**config.mk**
```make
export PLATFORM = sky130hd
export DESIGN_NAME = tv80_bus_seq_flat
export DESIGN_NICKNAME = d
export VERILOG_FILES = /design/src/rtl/tv80_bus_seq_if.sv /design/src/rtl/tv80_bus_seq.sv /design/src/flat_wrapper.sv
export SDC_FILE = /design/constraint.sdc
export NUM_CORES = 1
export LEC_CHECK = 0
export ABC_AREA = 1
export CAP_MARGIN = 10
export CORE_MARGIN = 8
export CORE_UTILIZATION = 35
export CTS_CLUSTER_DIAMETER = 120
export DETAILED_ROUTE_END_ITERATION = 16
export GPL_ROUTABILITY_DRIVEN = 0
export HOLD_SLACK_MARGIN = 0.05
export PLACE_DENSITY = 0.75
export SYNTH_ARGS = -nofsm -noshare
export SYNTH_HDL_FRONTEND = slang
export SYNTH_SLANG_ARGS = --single-unit
```
**constraint.sdc**
```tcl
create_clock -name clk -period 1.3 [get_ports clk]
set_input_delay 0.26 -clock clk [delete_from_list [all_inputs] [get_ports clk]]
set_output_delay 0.26 -clock clk [all_outputs]
set_load 0.01 [all_outputs]
```
**src/rtl/tv80_bus_seq_if.sv**
```systemverilog
// Bus bundle between the TV80 core side and the negedge strobe sequencer.
// Carries the clock enable, the core's cycle/T-state qualifiers and read data
// inward, and the external strobes, wait-to-core, latched data and the wait
// counter outward.
//   master : core/SoC side (drives qualifiers, samples strobes)
//   slave  : sequencer side (samples qualifiers, drives strobes)
interface tv80_bus_seq_if;
   logic       cen;
   logic [6:0] mcycle;
   logic [6:0] tstate;
   logic       intcycle_n;
   logic       iorq;
   logic       no_read;
   logic       write;
   logic       rfsh_n;
   logic       ext_wait_n;
   logic [7:0] di;
   logic       mreq_n;
   logic       iorq_n;
   logic       rd_n;
   logic       wr_n;
   logic       core_wait_n;
   logic [7:0] di_reg;
   logic [3:0] wcnt;

   modport master (
      output cen, mcycle, tstate, intcycle_n, iorq, no_read, write, rfsh_n, ext_wait_n, di,
      input  mreq_n, iorq_n, rd_n, wr_n, core_wait_n, di_reg, wcnt
   );

   modport slave (
      input  cen, mcycle, tstate, intcycle_n, iorq, no_read, write, rfsh_n, ext_wait_n, di,
      output mreq_n, iorq_n, rd_n, wr_n, core_wait_n, di_reg, wcnt
   );
endinterface

```
**src/rtl/tv80_bus_seq.sv**
```systemverilog
// Negative-edge bus-strobe sequencer for the TV80 core.
// Turns the core's one-hot machine-cycle / T-state vectors into external
// mreq_n/iorq_n/rd_n/wr_n strobes (updated on negedge clk), inserts a
// per-cycle-type number of automatic wait states, drives refresh mreq_n in
// M1 T3/T4 and latches read data at the end of T3.
// Ports:
//   clk     : strobes on negedge; wait counter and data latch on posedge
//   reset_n : asynchronous active-low reset
//   bus     : tv80_bus_seq_if.slave (qualifiers in, strobes/wait/data out)
module tv80_bus_seq #(
   parameter int unsigned T2WRITE   = 0,
   parameter int unsigned M1_WAIT   = 0,
   parameter int unsigned INTA_WAIT = 2,
   parameter int unsigned MEM_WAIT  = 0,
   parameter int unsigned IO_WAIT   = 1,
   parameter int unsigned RFSH_MREQ = 1
) (
   input logic           clk,
   input logic           reset_n,
   tv80_bus_seq_if.slave bus
);

   // Wait counts wider than the 4-bit counter are truncated.
   localparam logic [3:0] M1_W   = 4'(M1_WAIT);
   localparam logic [3:0] INTA_W = 4'(INTA_WAIT);
   localparam logic [3:0] MEM_W  = 4'(MEM_WAIT);
   localparam logic [3:0] IO_W   = 4'(IO_WAIT);
   localparam bit         WR_T2  = (T2WRITE != 0);
   localparam bit         RFSH_EN = (RFSH_MREQ != 0);

   logic       mreq_d, iorq_d, rd_d, wr_d;
   logic       mreq_q, iorq_q, rd_q, wr_q;
   logic [3:0] wcnt_d, wcnt_q;
   logic [7:0] di_d, di_q;
   logic       t2_or_t3;
   logic       wr_window;
   logic       core_wait_n;

   assign t2_or_t3  = bus.tstate[1] | bus.tstate[2];
   assign wr_window = WR_T2 ? t2_or_t3 : bus.tstate[2];

   // Strobe next state; everything inactive unless a cycle phase claims it.
   always_comb begin
      mreq_d = 1'b1;
      iorq_d = 1'b1;
      rd_d   = 1'b1;
      wr_d   = 1'b1;
      if (bus.mcycle[0]) begin
         if (RFSH_EN && !bus.rfsh_n && (bus.tstate[2] | bus.tstate[3])) begin
            mreq_d = 1'b0;
         end else if (bus.rfsh_n && t2_or_t3) begin
            // Opcode fetch reads memory; interrupt acknowledge uses iorq_n alone.
            rd_d   = ~bus.intcycle_n;
            mreq_d = ~bus.intcycle_n;
            iorq_d = bus.intcycle_n;
         end
      end else if (bus.write) begin
         if (wr_window) begin
            wr_d   = 1'b0;
            iorq_d = ~bus.iorq;
            mreq_d = bus.iorq;
         end
      end else if (!bus.no_read && t2_or_t3) begin
         rd_d   = 1'b0;
         iorq_d = ~bus.iorq;
         mreq_d = bus.iorq;
      end
   end

   always_ff @(negedge clk or negedge reset_n) begin
      if (!reset_n) begin
         mreq_q <= 1'b1;
         iorq_q <= 1'b1;
         rd_q   <= 1'b1;
         wr_q   <= 1'b1;
      end else begin
         mreq_q <= mreq_d;
         iorq_q <= iorq_d;
         rd_q   <= rd_d;
         wr_q   <= wr_d;
      end
   end

   // Auto-wait counter: loaded in T1 (also on an aborted cycle), counted down in T2.
   always_comb begin
      wcnt_d = wcnt_q;
      if (bus.cen) begin
         if (bus.tstate[0]) begin
            if (bus.mcycle[0] && !bus.intcycle_n) begin
               wcnt_d = INTA_W;
            end else if (bus.mcycle[0]) begin
               wcnt_d = M1_W;
            end else if (bus.iorq) begin
               wcnt_d = IO_W;
            end else begin
               wcnt_d = MEM_W;
            end
         end else if (bus.tstate[1] && (wcnt_q != 4'd0)) begin
            wcnt_d = wcnt_q - 4'd1;
         end
      end
   end

   assign core_wait_n = bus.ext_wait_n & (wcnt_q == 4'd0);

   // Capture read data on the last T3 edge, i.e. once no wait is pending.
   always_comb begin
      di_d = di_q;
      if (bus.cen && bus.tstate[2] && core_wait_n) begin
         di_d = bus.di;
      end
   end

   always_ff @(posedge clk or negedge reset_n) begin
      if (!reset_n) begin
         wcnt_q <= 4'd0;
         di_q   <= 8'h00;
      end else begin
         wcnt_q <= wcnt_d;
         di_q   <= di_d;
      end
   end

   assign bus.mreq_n      = mreq_q;
   assign bus.iorq_n      = iorq_q;
   assign bus.rd_n        = rd_q;
   assign bus.wr_n        = wr_q;
   assign bus.core_wait_n = core_wait_n;
   assign bus.di_reg      = di_q;
   assign bus.wcnt        = wcnt_q;

endmodule
```
**src/flat_wrapper.sv**
```systemverilog
// flat-port wrapper written by rule: the top's interface ports become plain ports
module tv80_bus_seq_flat 
#(
   parameter int unsigned T2WRITE   = 0,
   parameter int unsigned M1_WAIT   = 0,
   parameter int unsigned INTA_WAIT = 2,
   parameter int unsigned MEM_WAIT  = 0,
   parameter int unsigned IO_WAIT   = 1,
   parameter int unsigned RFSH_MREQ = 1
)
  (clk, reset_n, bus_cen, bus_mcycle, bus_tstate, bus_intcycle_n, bus_iorq, bus_no_read, bus_write, bus_rfsh_n, bus_ext_wait_n, bus_di, bus_mreq_n, bus_iorq_n, bus_rd_n, bus_wr_n, bus_core_wait_n, bus_di_reg, bus_wcnt);
  tv80_bus_seq_if bus_i ();
  input logic clk;
  input logic reset_n;
  input wire logic [$bits(bus_i.cen)-1:0] bus_cen;
  input wire logic [$bits(bus_i.mcycle)-1:0] bus_mcycle;
  input wire logic [$bits(bus_i.tstate)-1:0] bus_tstate;
  input wire logic [$bits(bus_i.intcycle_n)-1:0] bus_intcycle_n;
  input wire logic [$bits(bus_i.iorq)-1:0] bus_iorq;
  input wire logic [$bits(bus_i.no_read)-1:0] bus_no_read;
  input wire logic [$bits(bus_i.write)-1:0] bus_write;
  input wire logic [$bits(bus_i.rfsh_n)-1:0] bus_rfsh_n;
  input wire logic [$bits(bus_i.ext_wait_n)-1:0] bus_ext_wait_n;
  input wire logic [$bits(bus_i.di)-1:0] bus_di;
  output wire logic [$bits(bus_i.mreq_n)-1:0] bus_mreq_n;
  output wire logic [$bits(bus_i.iorq_n)-1:0] bus_iorq_n;
  output wire logic [$bits(bus_i.rd_n)-1:0] bus_rd_n;
  output wire logic [$bits(bus_i.wr_n)-1:0] bus_wr_n;
  output wire logic [$bits(bus_i.core_wait_n)-1:0] bus_core_wait_n;
  output wire logic [$bits(bus_i.di_reg)-1:0] bus_di_reg;
  output wire logic [$bits(bus_i.wcnt)-1:0] bus_wcnt;
  assign bus_i.cen = bus_cen;
  assign bus_i.mcycle = bus_mcycle;
  assign bus_i.tstate = bus_tstate;
  assign bus_i.intcycle_n = bus_intcycle_n;
  assign bus_i.iorq = bus_iorq;
  assign bus_i.no_read = bus_no_read;
  assign bus_i.write = bus_write;
  assign bus_i.rfsh_n = bus_rfsh_n;
  assign bus_i.ext_wait_n = bus_ext_wait_n;
  assign bus_i.di = bus_di;
  assign bus_mreq_n = bus_i.mreq_n;
  assign bus_iorq_n = bus_i.iorq_n;
  assign bus_rd_n = bus_i.rd_n;
  assign bus_wr_n = bus_i.wr_n;
  assign bus_core_wait_n = bus_i.core_wait_n;
  assign bus_di_reg = bus_i.di_reg;
  assign bus_wcnt = bus_i.wcnt;
  tv80_bus_seq #(.T2WRITE(T2WRITE), .M1_WAIT(M1_WAIT), .INTA_WAIT(INTA_WAIT), .MEM_WAIT(MEM_WAIT), .IO_WAIT(IO_WAIT), .RFSH_MREQ(RFSH_MREQ)) u_core (.clk(clk), .reset_n(reset_n), .bus(bus_i));
endmodule
```
---- Word-level counts from Yosys, hierarchy flattened ----
Index checks and enable logic that the tools add are counted.
operators by class
  add/sub/neg operators ................... 1
  $mul .................................... 0
  divide/modulo/power cells ............... 0
  $lt $le $gt $ge ......................... 0
  eq/ne operators ......................... 0
  shift-type cells ........................ 0
  muxes and demuxes ....................... 24
  bitwise logic cells ..................... 5
  reductions and logical operators ........ 14
operators with widths
  operator                                          number
  2-to-1 mux 1 bit                                  20
  2-to-1 mux 4 bit                                  4
  logical AND 1 bit                                 7
  zero test 4 bit                                   1
  nonzero test 4 bit                                1
  subtractor 4 x 1 -> 4 bit, second input constant  1
  zero test 1 bit                                   3
  NOT 1 bit                                         2
  bitwise OR 1 bit                                  2
  AND reduction 2 bit                               1
  nonzero test 2 bit                                1
  AND 1 bit                                         1
storage, ports and cells
  flip-flop bits (word level) ............. 16
  latch bits .............................. 0
  bits in writable memories ............... 0
  ROM bits ................................ 0
  input port bits ......................... 31
  output and inout port bits .............. 17
  logic and storage cells ................. 50
  memories ................................ 0

---- Longest topological paths before layout ----
Gate-level depths: netlist of the first run.
  word-level depth ........................ 5
  depth in mapped cells ................... 8
  gate-level depth less buffers ........... 8

==> results by group, run 1 <==
Clock network
  – CTS Sinks: 16
  – Cts hold-fix bufs: 0
  – H-tree levels: 1
  – Clock-pin slew on the worst setup and hold paths: 0.10 ns
  – CTS Root Cell: clkbuf_4
  – Worst-skew pair later-pin latency: 0.28 ns
  – Total CTS buffers: 3
  – Max clock buf depth: 2
  – CTS tree: built

Cells and area
  – Most common cell after layout, fill and taps aside: nand2_1
  – Synthesis-to-layout area growth: 91.01%
  – Max reg flops: 8
  – Multi-input gate area: 456.7 um2
  – FF+latch area: 405.4 um2
  – Diode count: 0
  – Most frequent cells in the layout: nand2_1, buf_4, nand3_1, buf_6
  – Filler cells: 175
  – Share of cells above drive strength 1: 0.3966
  – Nets@finish: 208

Hold path
  – Worst min-delay path class: in -> async

Detailed routing
  – Drt via density: 4.738
  – DRT antenna net count: 0
  – Routed wire per std cell: 13.52 um
  – TritonRoute pass-1 iters: 4
  – First DRT Iteration DRCs: 42
  – Total routed wirelength: 2732 um
  – DRC: 0
  – Routed via count: 957

Timing
  – RSZ-0062 raised after global routing: true
  – Relative slew slack: 0.8461
  – Final Slew Violations: 0
  – Fin worst setup slack: -0.5858 ns
  – Setup TNS: -2.479 ns
  – Final hold violations: 0
  – Hold WS: 0.4159 ns
  – Slew of the pin with the lowest slew margin: 0.2302 ns
  – Final setup skew: 0.002041 ns
  – Final setup viols: 6

Placed design
  – Pre-CTS setup slack: -0.6987 ns
  – Post-detail-place hpwl: 1997 um
  – Number of port buffers: 38

Worst setup path
  – R2R Setup Slk: 0.05 ns
  – Critical path fanouts, max: 1
  – Worst path arrival time: 1.63 ns
  – Slowest cell on crit path: dfstp_2
  – Buf/Inv on CP: 1
  – Worst Setup End Kind: output pin
  – Required @ worst endpoint: 1.04 ns
  – Kind of critical path: reg -> out
  – Crit-path max cell delay: 0.52 ns
  – Cells along the critical path: buf_6
  – Startpoint Class: register
  – Top delay family on crit path: flip-flops

Global routing
  – Number of global-route vias before repair: 1,008
  – Tot GR Track Use: 0.1288
  – Congestion Overflow GR: 0
  – Largest net degree at the start of global routing: 10
  – First-pass GRT wire length: 4416 um
  – Antenna violations before repair: 0

Floorplanning
  – Area of the core: 2212 um2
  – Initial Util: 0.3710
  – Io pins: 48
  – Die height: 64.43 um
  – Full die area: 4151 um2
  – Core Rows: 17
  – Floorplan die width: 64.43 um

Outcome
  – Status: finished, violations left
  – Failing checks: negative setup slack

Yosys
  – Syn nets: 136
  – Synth cell types: 15
  – FF+latch count, synth: 16
  – Register area share after synthesis: 0.4939
  – Post-synthesis average cell area: 7.969 um2
  – YS warnings: 0
  – Post-Synthesis Cells: 103
  – Post-Syn Area: 820.8 um2

Power
  – Worst ir drop on vdd: 0.001218 V
  – Pwr Total: 2.597 mW
  – Leak: 0.8418 nW
  – Power Dens Cells: 1656 nW/um2

Flow run
  – Max-cap viol count: 0
-- synth_stat cells --
cell type	number	area [um2]
inv_2	1	3.750
nand2_2	3	18.77
o21ai_1	1	5.000
nand3_1	15	75.07
nor2_1	7	26.28
nand2_1	37	138.9
nand2_4	2	22.52
dfrtp_1	12	300.3
dfstp_2	4	105.1
ha_1	2	25.02
a21oi_1	4	20.02
nor2_8	1	20.02
nor2_2	1	6.260
o21ai_0	4	20.02
inv_1	9	33.78
-- through the flow --
stage | instances | util | area, um2
after detailed placement | 187 | 0.6273 | 1388
after global placement | 187 | 0.6273 | 1388
after global routing | 202 | 0.7087 | 1568
after CTS | 199 | 0.6674 | 1476
final | 202 | 0.7087 | 1568
after floorplan | 103 | - | 837.1
-- kinds of logic (layout without fill, tap and decap cells) --
family,after synthesis,after routing,share of synthesized area
AOI/OAI and AO/OA,9,9,0.05487
adders and majority gates,2,2,0.03048
and+or+nand+nor,66,66,0.3750
DFF,16,16,0.4939
buffers and inverters,10,81,0.04572
-- metal layers --
layer  GRT usage  wire [um]
met3     0.04467        178
met2      0.2298       1423
met1      0.1373       1077
met4     0.04632         53
met5           0          0
-- final timing paths --
| check | from | end | depth (start not counted) |
|---|---|---|---|
| setup / recovery | u_core.bus.mreq_n | bus_mreq_n | 1 |
| hold / removal | reset_n | u_core.bus.wcnt[0] | 2 |
| setup reg to reg | u_core.bus.wcnt[0] | u_core.bus.wcnt[1] | 6 |
| hold reg to reg | u_core.bus.di_reg[0] | u_core.bus.di_reg[0] | 2 |
| max in group asynchronous | reset_n | u_core.bus.wr_n | 1 |
| min in group clk | u_core.bus.di_reg[0] | u_core.bus.di_reg[0] | 2 |
-- final cells by class --
type | count | area share
repair buffers | 64 | 0.3799
multi-input cells | 77 | 0.2913
flip-flops and latches | 16 | 0.2586
well taps | 28 | 0.02235
inverters | 9 | 0.02155
clock buffers | 4 | 0.01676
clock inverters | 4 | 0.009577
-- where the power goes --
group	leakage (nW)	switching, mW	internal [mW]	total, mW
Sequential	0.194	0.105	0.674	0.779
Clock	0.0363	0.193	0.135	0.328
Combinational	0.612	0.702	0.788	1.49
Total	0.842	1.00	1.60	2.60
-- timing repair --
action | 4_1_cts | 5_1_grt
endpoints found under the setup margin | 30 | 20
pin swaps | 9 | 10
resized for setup | 74 | 26
buffers inserted | 7 | 6
Note: power is estimated with default switching activity, not from simulation.
==> run 2, diff against run 1 <==
Settings changed: CELL_PAD_IN_SITES_DETAIL_PLACEMENT from default to 2, CELL_PAD_IN_SITES_GLOBAL_PLACEMENT from default to 2, CORE_UTILIZATION 35 to 19, PLACE_DENSITY 0.75 to default, PLACE_DENSITY_LB_ADDON from default to 0.1.
==> run 2 against run 1 <==
  * The run still ends with negative setup slack left
  * Critical path depth unchanged
  * Non-clock buffer count decreased by 2
  * Register-to-register slack improved by 0.02 ns
  * Total power fell by 0.96%
  * Count of clock-buffer cells in the layout fell by 1
  * Final cell count increased by 11%
  * Worst hold slack improved by 0.062 ns
  * Global-route usage shrank 3.2 points
  * Sequential cell count is the same
  * First-iteration DRC count down 36%
  * Clock skew grew 0.0022 ns
  * Critical endpoint unchanged
  * Largest cell class unchanged
  * Highest routed layer unchanged
==> results by group, run 2 (same netlist as run 1, synthesis figures left out) <==
Outcome
  – Status: finished, violations left
  – Failing checks: negative setup slack

Worst setup path
  – Top delay family on crit path: flip-flops
  – Crit-path max cell delay: 0.53 ns (about the same)
  – Worst Setup End Kind: output pin
  – Buf/Inv on CP: 1 (unchanged)
  – Required @ worst endpoint: 1.04 ns (about the same)
  – Startpoint Class: register
  – Worst path arrival time: 1.61 ns (-0.02 ns)
  – Worst Setup SP: u_core.bus.mreq_n
  – Cells along the critical path: buf_6
  – RR Startpoint: u_core.bus.wcnt[1]
  – R2R Setup Slk: 0.07 ns (+0.02 ns)
  – Crit path depth: 1 (unchanged)
  – Kind of critical path: reg -> out
  – Reg2Reg Depth: 8 (+2)
  – Slowest cell on crit path: dfstp_2
  – Reg2Reg Capture Point: u_core.bus.di_reg[7]
  – Critical path fanouts, max: 1 (unchanged)
  – End of the critical path: bus_mreq_n

Placed design
  – Post-detail-place hpwl: 2607 um (+31%)
  – Placed cells: 212 (+13%)
  – Number of port buffers: 38 (unchanged)
  – Post-DP Area: 1425 um2 (+2.7%)
  – Pre-CTS setup slack: -0.7441 ns (-0.04531 ns)

Cells and area
  – Most frequent cells in the layout: nand2_1, buf_4, nand3_1
  – Filler cells: 498 (+180%)
  – Cell area after layout: 1594 um2 (+1.7%)
  – Nets@finish: 206 (-0.96%)
  – Max reg flops: 8 (unchanged)
  – Finished Layout Cells: 224 (+11%)
  – Synthesis-to-layout area growth: 94.21%
  – Fin util: 0.3738 (-0.3349)
  – Most common cell after layout, fill and taps aside: nand2_1
  – Diode count: 0 (unchanged)
  – Share of cells above drive strength 1: 0.4186 (+0.02205)

Global routing
  – Antenna violations before repair: 0 (unchanged)
  – Number of global-route vias before repair: 1,101 (+9.2%)
  – Met2 Resource Use GR: 0.1863 (-0.04355)
  – Tot GR Track Use: 0.09657 (-0.03226)
  – Met3 usage: 0.02407 (-0.02060)
  – First-pass GRT wire length: 5126 um (+16%)
  – Congestion Overflow GR: 0 (unchanged)
  – Largest net degree at the start of global routing: 13 (+3)
  – Most Used Layer, Global Route: met2
  – M1 GR Usage: 0.09994 (-0.03736)

Detailed routing
  – Drt via density: 4.299 (-9.3%)
  – Routed via count: 963 (+0.63%)
  – DRC: 0 (unchanged)
  – First DRT Iteration DRCs: 27 (-36%)
  – TritonRoute pass-1 iters: 4 (unchanged)
  – Total routed wirelength: 3202 um (+17%)
  – DRT antenna net count: 0 (unchanged)
  – Routed wire per std cell: 14.29 um (+5.7%)

Power
  – Int Power: 1.573 mW (-1.5%)
  – Logic pwr share: 0.528 (-0.046)
  – Sequential fraction of design power: 0.300 (about the same)
  – Clock group share of total power: 0.173 (+0.047)
  – P_sw: 0.9992 mW (about the same)
  – Leak: 0.8216 nW (-2.4%)
  – Pwr Total: 2.572 mW (-0.96%)
  – Power Dens Cells: 1614 nW/um2 (-2.6%)
  – Worst ir drop on vdd: 0.0004279 V (-65%)
  – Sw Share: 0.3885 (+0.003572)

Timing
  – Slew of the pin with the lowest slew margin: 0.2134 ns (-0.01678 ns)
  – Final hold violations: 0 (unchanged)
  – Hold WS: 0.4782 ns (+0.06234 ns)
  – Relative slew slack: 0.8572 (+0.01114)
  – Final setup skew: 0.004201 ns (+0.002160 ns)
  – Final setup viols: 5 (-1)
  – Final Slew Violations: 0 (unchanged)
  – RSZ-0062 raised after global routing: true
  – Fin worst setup slack: -0.5681 ns (+0.01767 ns)
  – Setup TNS: -2.289 ns (+0.1897 ns)

Clock network
  – CTS tree: built
  – Total CTS buffers: 3 (unchanged)
  – CTS Root Cell: clkbuf_8
  – CTS Sinks: 16 (unchanged)
  – Clock-pin slew on the worst setup and hold paths: 0.07 ns (-0.03 ns)
  – Max clock buf depth: 2 (unchanged)
  – Worst-skew pair later-pin latency: 0.25 ns (-0.03 ns)
  – H-tree levels: 1 (unchanged)

Floorplanning
  – Floorplan die width: 81.73 um (+27%)
  – Io pins: 48 (unchanged)
  – Die height: 81.73 um (+27%)
  – Initial Util: 0.1925 (-0.1786)
  – Area of the core: 4264 um2 (+93%)
  – Full die area: 6679 um2 (+61%)
  – Core Rows: 24 (+7)

Flow run
  – Max-cap viol count: 0 (unchanged)

Hold path
  – Worst min-delay path class: reg -> reg
==> run 2: cell count changes in the layout (fill, tap and decap cells not counted), sizes merged <==
cell / delta
buf: -5
clkbuf: +1
clkdlybuf4s15: +1
clkinv: +1
==> run 2: timing repair <==
action                     4_1_cts  5_1_grt
hold endpoints to repair         0        0
hold buffers                     0        0
gates cloned                     0        1
setup buffers                    1        3
gates resized for setup         73       23
pin swaps                       10       10
setup endpoints to repair       33       22
==> run 2: power groups by stage <==
stage / registers [mW] / clock network, mW / logic, mW
after detailed placement: 0.782 / 0.0239 / 1.29
after floorplan: 0.873 / 0.0239 / 0.422
after CTS: 0.775 / 0.453 / 1.22
final: 0.770 / 0.444 / 1.36
after global routing: 0.796 / 0.479 / 1.51
after global placement: 0.769 / 0.0239 / 1.25
==> run 2: worst min-delay path by stage <==
stage,startpoint,endpoint,depth (start not counted)
floorplan,reset_n,u_core.bus.di_reg[0],0
CTS,u_core.bus.di_reg[5],u_core.bus.di_reg[5],2
finish,u_core.bus.di_reg[2],u_core.bus.di_reg[2],2
detailed placement,u_core.bus.di_reg[2],u_core.bus.di_reg[2],2
global route,u_core.bus.di_reg[1],u_core.bus.di_reg[1],2
global placement,u_core.bus.di_reg[4],u_core.bus.di_reg[4],2
==> run 2: layout make-up <==
cell class / count / area (um2) / share of cell area
timing repair buffer: 62 / 530.5 / 0.3328
multi-input combinational: 77 / 498.0 / 0.3124
sequential: 16 / 405.4 / 0.2543
tap: 52 / 65.06 / 0.04082
clock buffer: 3 / 41.29 / 0.02590
inverter: 9 / 33.78 / 0.02119
clock inverter: 5 / 20.02 / 0.01256
==> run 2: layer usage <==
metal / share of wire / up-vias
met5: 0 / -
met4: 0.0078 / 0
met3: 0.058 / 2
met2: 0.54 / 27
met1: 0.40 / 466
li1: - / 468
==> run 3, diff against run 2 <==
Clock period 1.3 ns to 2 ns, I/O delays scaled along.
==> run 3 against run 2 <==
  * The run still ends with negative setup slack left
  * Clock power is 36% lower
  * Die area unchanged
  * Largest power group unchanged
  * Highest routed layer is now met3
  * Design area shrank 9.7%
  * Clock skew is 0.0015 ns lower
  * Total power down 41%
  * Sequential power fell by 34%
  * Largest cell class unchanged
==> results by group, run 3 (same netlist as run 1, synthesis figures left out) <==
Worst setup path
  – Worst path arrival time: 1.93 ns (+0.32 ns)
  – Critical path fanouts, max: 1 (unchanged)
  – R2R Setup Slk: 0.61 ns (+0.54 ns)
  – Worst Setup End Kind: output pin
  – Reg2Reg Capture Point: u_core.bus.di_reg[6]
  – Crit-path max cell delay: 0.52 ns (about the same)
  – Slowest cell on crit path: dfstp_2
  – Buf/Inv on CP: 1 (unchanged)
  – Kind of critical path: reg -> out
  – Startpoint Class: register
  – Top delay family on crit path: flip-flops
  – Reg2Reg Depth: 8 (unchanged)
  – Cells along the critical path: buf_6
  – Required @ worst endpoint: 1.60 ns (+0.56 ns)
  – RR Startpoint: u_core.bus.wcnt[1]
  – Crit path depth: 1 (unchanged)

Timing
  – Final setup skew: 0.002733 ns (-0.001468 ns)
  – Fin worst setup slack: -0.3262 ns (+0.2419 ns)
  – Relative slew slack: 0.8185 (-0.03878)
  – Slew of the pin with the lowest slew margin: 0.2715 ns (+0.05810 ns)
  – Final Slew Violations: 0 (unchanged)
  – RSZ-0062 raised after global routing: true
  – Final hold violations: 0 (unchanged)
  – Final setup viols: 4 (-1)

Detailed routing
  – TritonRoute pass-1 iters: 4 (unchanged)
  – Total routed wirelength: 3009 um (-6.0%)
  – Drt via density: 4.193 (-2.5%)
  – DRT antenna net count: 0 (unchanged)
  – Max Used Layer: met3
  – Met2 wire length: 1525 um (-11%)
  – First DRT Iteration DRCs: 17 (-37%)
  – Met3 routed WL: 215 um (+16%)
  – Routed wire per std cell: 14.19 um (-0.71%)
  – Routed via count: 889 (-7.7%)
  – DRC: 0 (unchanged)
  – Routed length on met1: 1269 um (unchanged)

Clock network
  – CTS Root Cell: clkbuf_8
  – CTS tree: built
  – Clock-pin slew on the worst setup and hold paths: 0.07 ns (about the same)
  – Total CTS buffers: 3 (unchanged)
  – Max clock buf depth: 2 (unchanged)
  – H-tree levels: 1 (unchanged)
  – Worst-skew pair later-pin latency: 0.25 ns (about the same)
  – CTS Sinks: 16 (unchanged)

Power
  – Worst ir drop on vdd: 0.0002223 V (-48%)
  – Pwr Total: 1.525 mW (-41%)
  – Power Dens Cells: 1059 nW/um2 (-34%)
  – Leak: 0.7432 nW (-9.5%)

Hold path
  – Worst min-delay path class: reg -> reg
  – Hold Startpoint: u_core.bus.di_reg[4]
  – Hold depth: 2 (unchanged)
  – Hold endpoint: u_core.bus.di_reg[4]

Flow run
  – Max-cap viol count: 0 (unchanged)

Floorplanning
  – Io pins: 48 (unchanged)
  – Core Rows: 24 (unchanged)
  – Area of the core: 4264 um2 (unchanged)
  – Initial Util: 0.1925 (unchanged)
  – Full die area: 6679 um2 (unchanged)
  – Floorplan die width: 81.73 um (unchanged)
  – Die height: 81.73 um (unchanged)

Placed design
  – Post-detail-place hpwl: 2587 um (-0.78%)
  – Pre-CTS setup slack: -0.5151 ns (+0.2290 ns)
  – Post-DP Area: 1349 um2 (-5.4%)
  – Number of port buffers: 38 (unchanged)
  – Placed cells: 204 (-3.8%)

Global routing
  – Number of global-route vias before repair: 1,017 (-7.6%)
  – Congestion Overflow GR: 0 (unchanged)
  – Antenna violations before repair: 0 (unchanged)
  – Largest net degree at the start of global routing: 13 (unchanged)
  – First-pass GRT wire length: 4850 um (-5.4%)
  – Tot GR Track Use: 0.09341 (-0.003159)

Cells and area
  – Cell area after layout: 1440 um2 (-9.7%)
  – Finished Layout Cells: 212 (-5.4%)
  – Share of cells above drive strength 1: 0.2563 (-0.1624)
  – Nets@finish: 194 (-5.8%)
  – Synthesis-to-layout area growth: 75.46%
  – Most common cell after layout, fill and taps aside: nand2_1
  – Fin util: 0.3377 (-0.03609)
  – Max reg flops: 8 (unchanged)
  – Most frequent cells in the layout: nand2_1, clkdlybuf4s50_1, nand3_1, buf_4, dfrtp_1
  – Diode count: 0 (unchanged)

Outcome
  – Failing checks: negative setup slack
  – Status: finished, violations left
==> run 3: cell count changes in the layout (fill, tap and decap cells not counted), sizes merged <==
| cell | change |
|---|---|
| buf | -16 |
| clkdlybuf4s50 | +16 |
| dlygate4sd2 | -8 |
| clkbuf | -3 |
| clkdlybuf4s15 | -3 |
| dlymetal6s2s | +2 |
==> run 3: cell type report <==
type,instances,area [um2]
clock buffer,3,41.29
multi-input combinational,77,399.1
clock inverter,5,20.02
tap,52,65.06
timing repair buffer,50,475.5
sequential,16,405.4
fill,482,2824
inverter,9,33.78
==> run 3: worst min-delay path: cells and delay by family, from the launching register on <==
| kind | cells | cell delay [ns] |
|---|---|---|
| simple gates | 2 | 0.10 |
| flops | 1 | 0.34 |
==> run 3: timing repair <==
item	in CTS	in global routing
setup endpoints to repair	8	7
buffers inserted	0	1
resized for setup	31	4
pin swaps	3	2
hold buffers	0	0
hold endpoints to repair	0	0
==> run 3: per-layer routing <==
layer | up-vias | GRT usage
met5 | - | 0
met4 | 0 | 0.03158
met3 | 0 | 0.01860
met2 | 28 | 0.1681
met1 | 422 | 0.1070
li1 | 439 | -
==> run 3: where the power goes <==
group,internal [mW],switching [mW],leakage (nW)
combinational,0.374,0.358,0.503
clock,0.149,0.134,0.0468
sequential,0.439,0.0720,0.194
total,0.961,0.563,0.743
==> run 3: per-stage QoR <==
stage / hold WS [ns] / setup TNS (ns)
6_report: 0.4726 / -1.295
3_3_place_gp: 0.4543 / -3.105
5_1_grt: 0.5099 / -1.426
2_1_floorplan: 0.1044 / 0
3_5_place_dp: 0.4626 / -3.438
4_1_cts: 0.4793 / -1.359
==> run 3: worst max-delay path by stage <==
stage	start	end	slack, ns
3_5_place_dp	bus_tstate[2]	u_core.bus.iorq_n	-0.52
2_1_floorplan	u_core.bus.iorq_n	bus_iorq_n	0.08
5_1_grt	u_core.bus.iorq_n	bus_iorq_n	-0.37
6_report	u_core.bus.mreq_n	bus_mreq_n	-0.33
3_3_place_gp	bus_tstate[2]	u_core.bus.mreq_n	-0.44
4_1_cts	u_core.bus.mreq_n	bus_mreq_n	-0.34
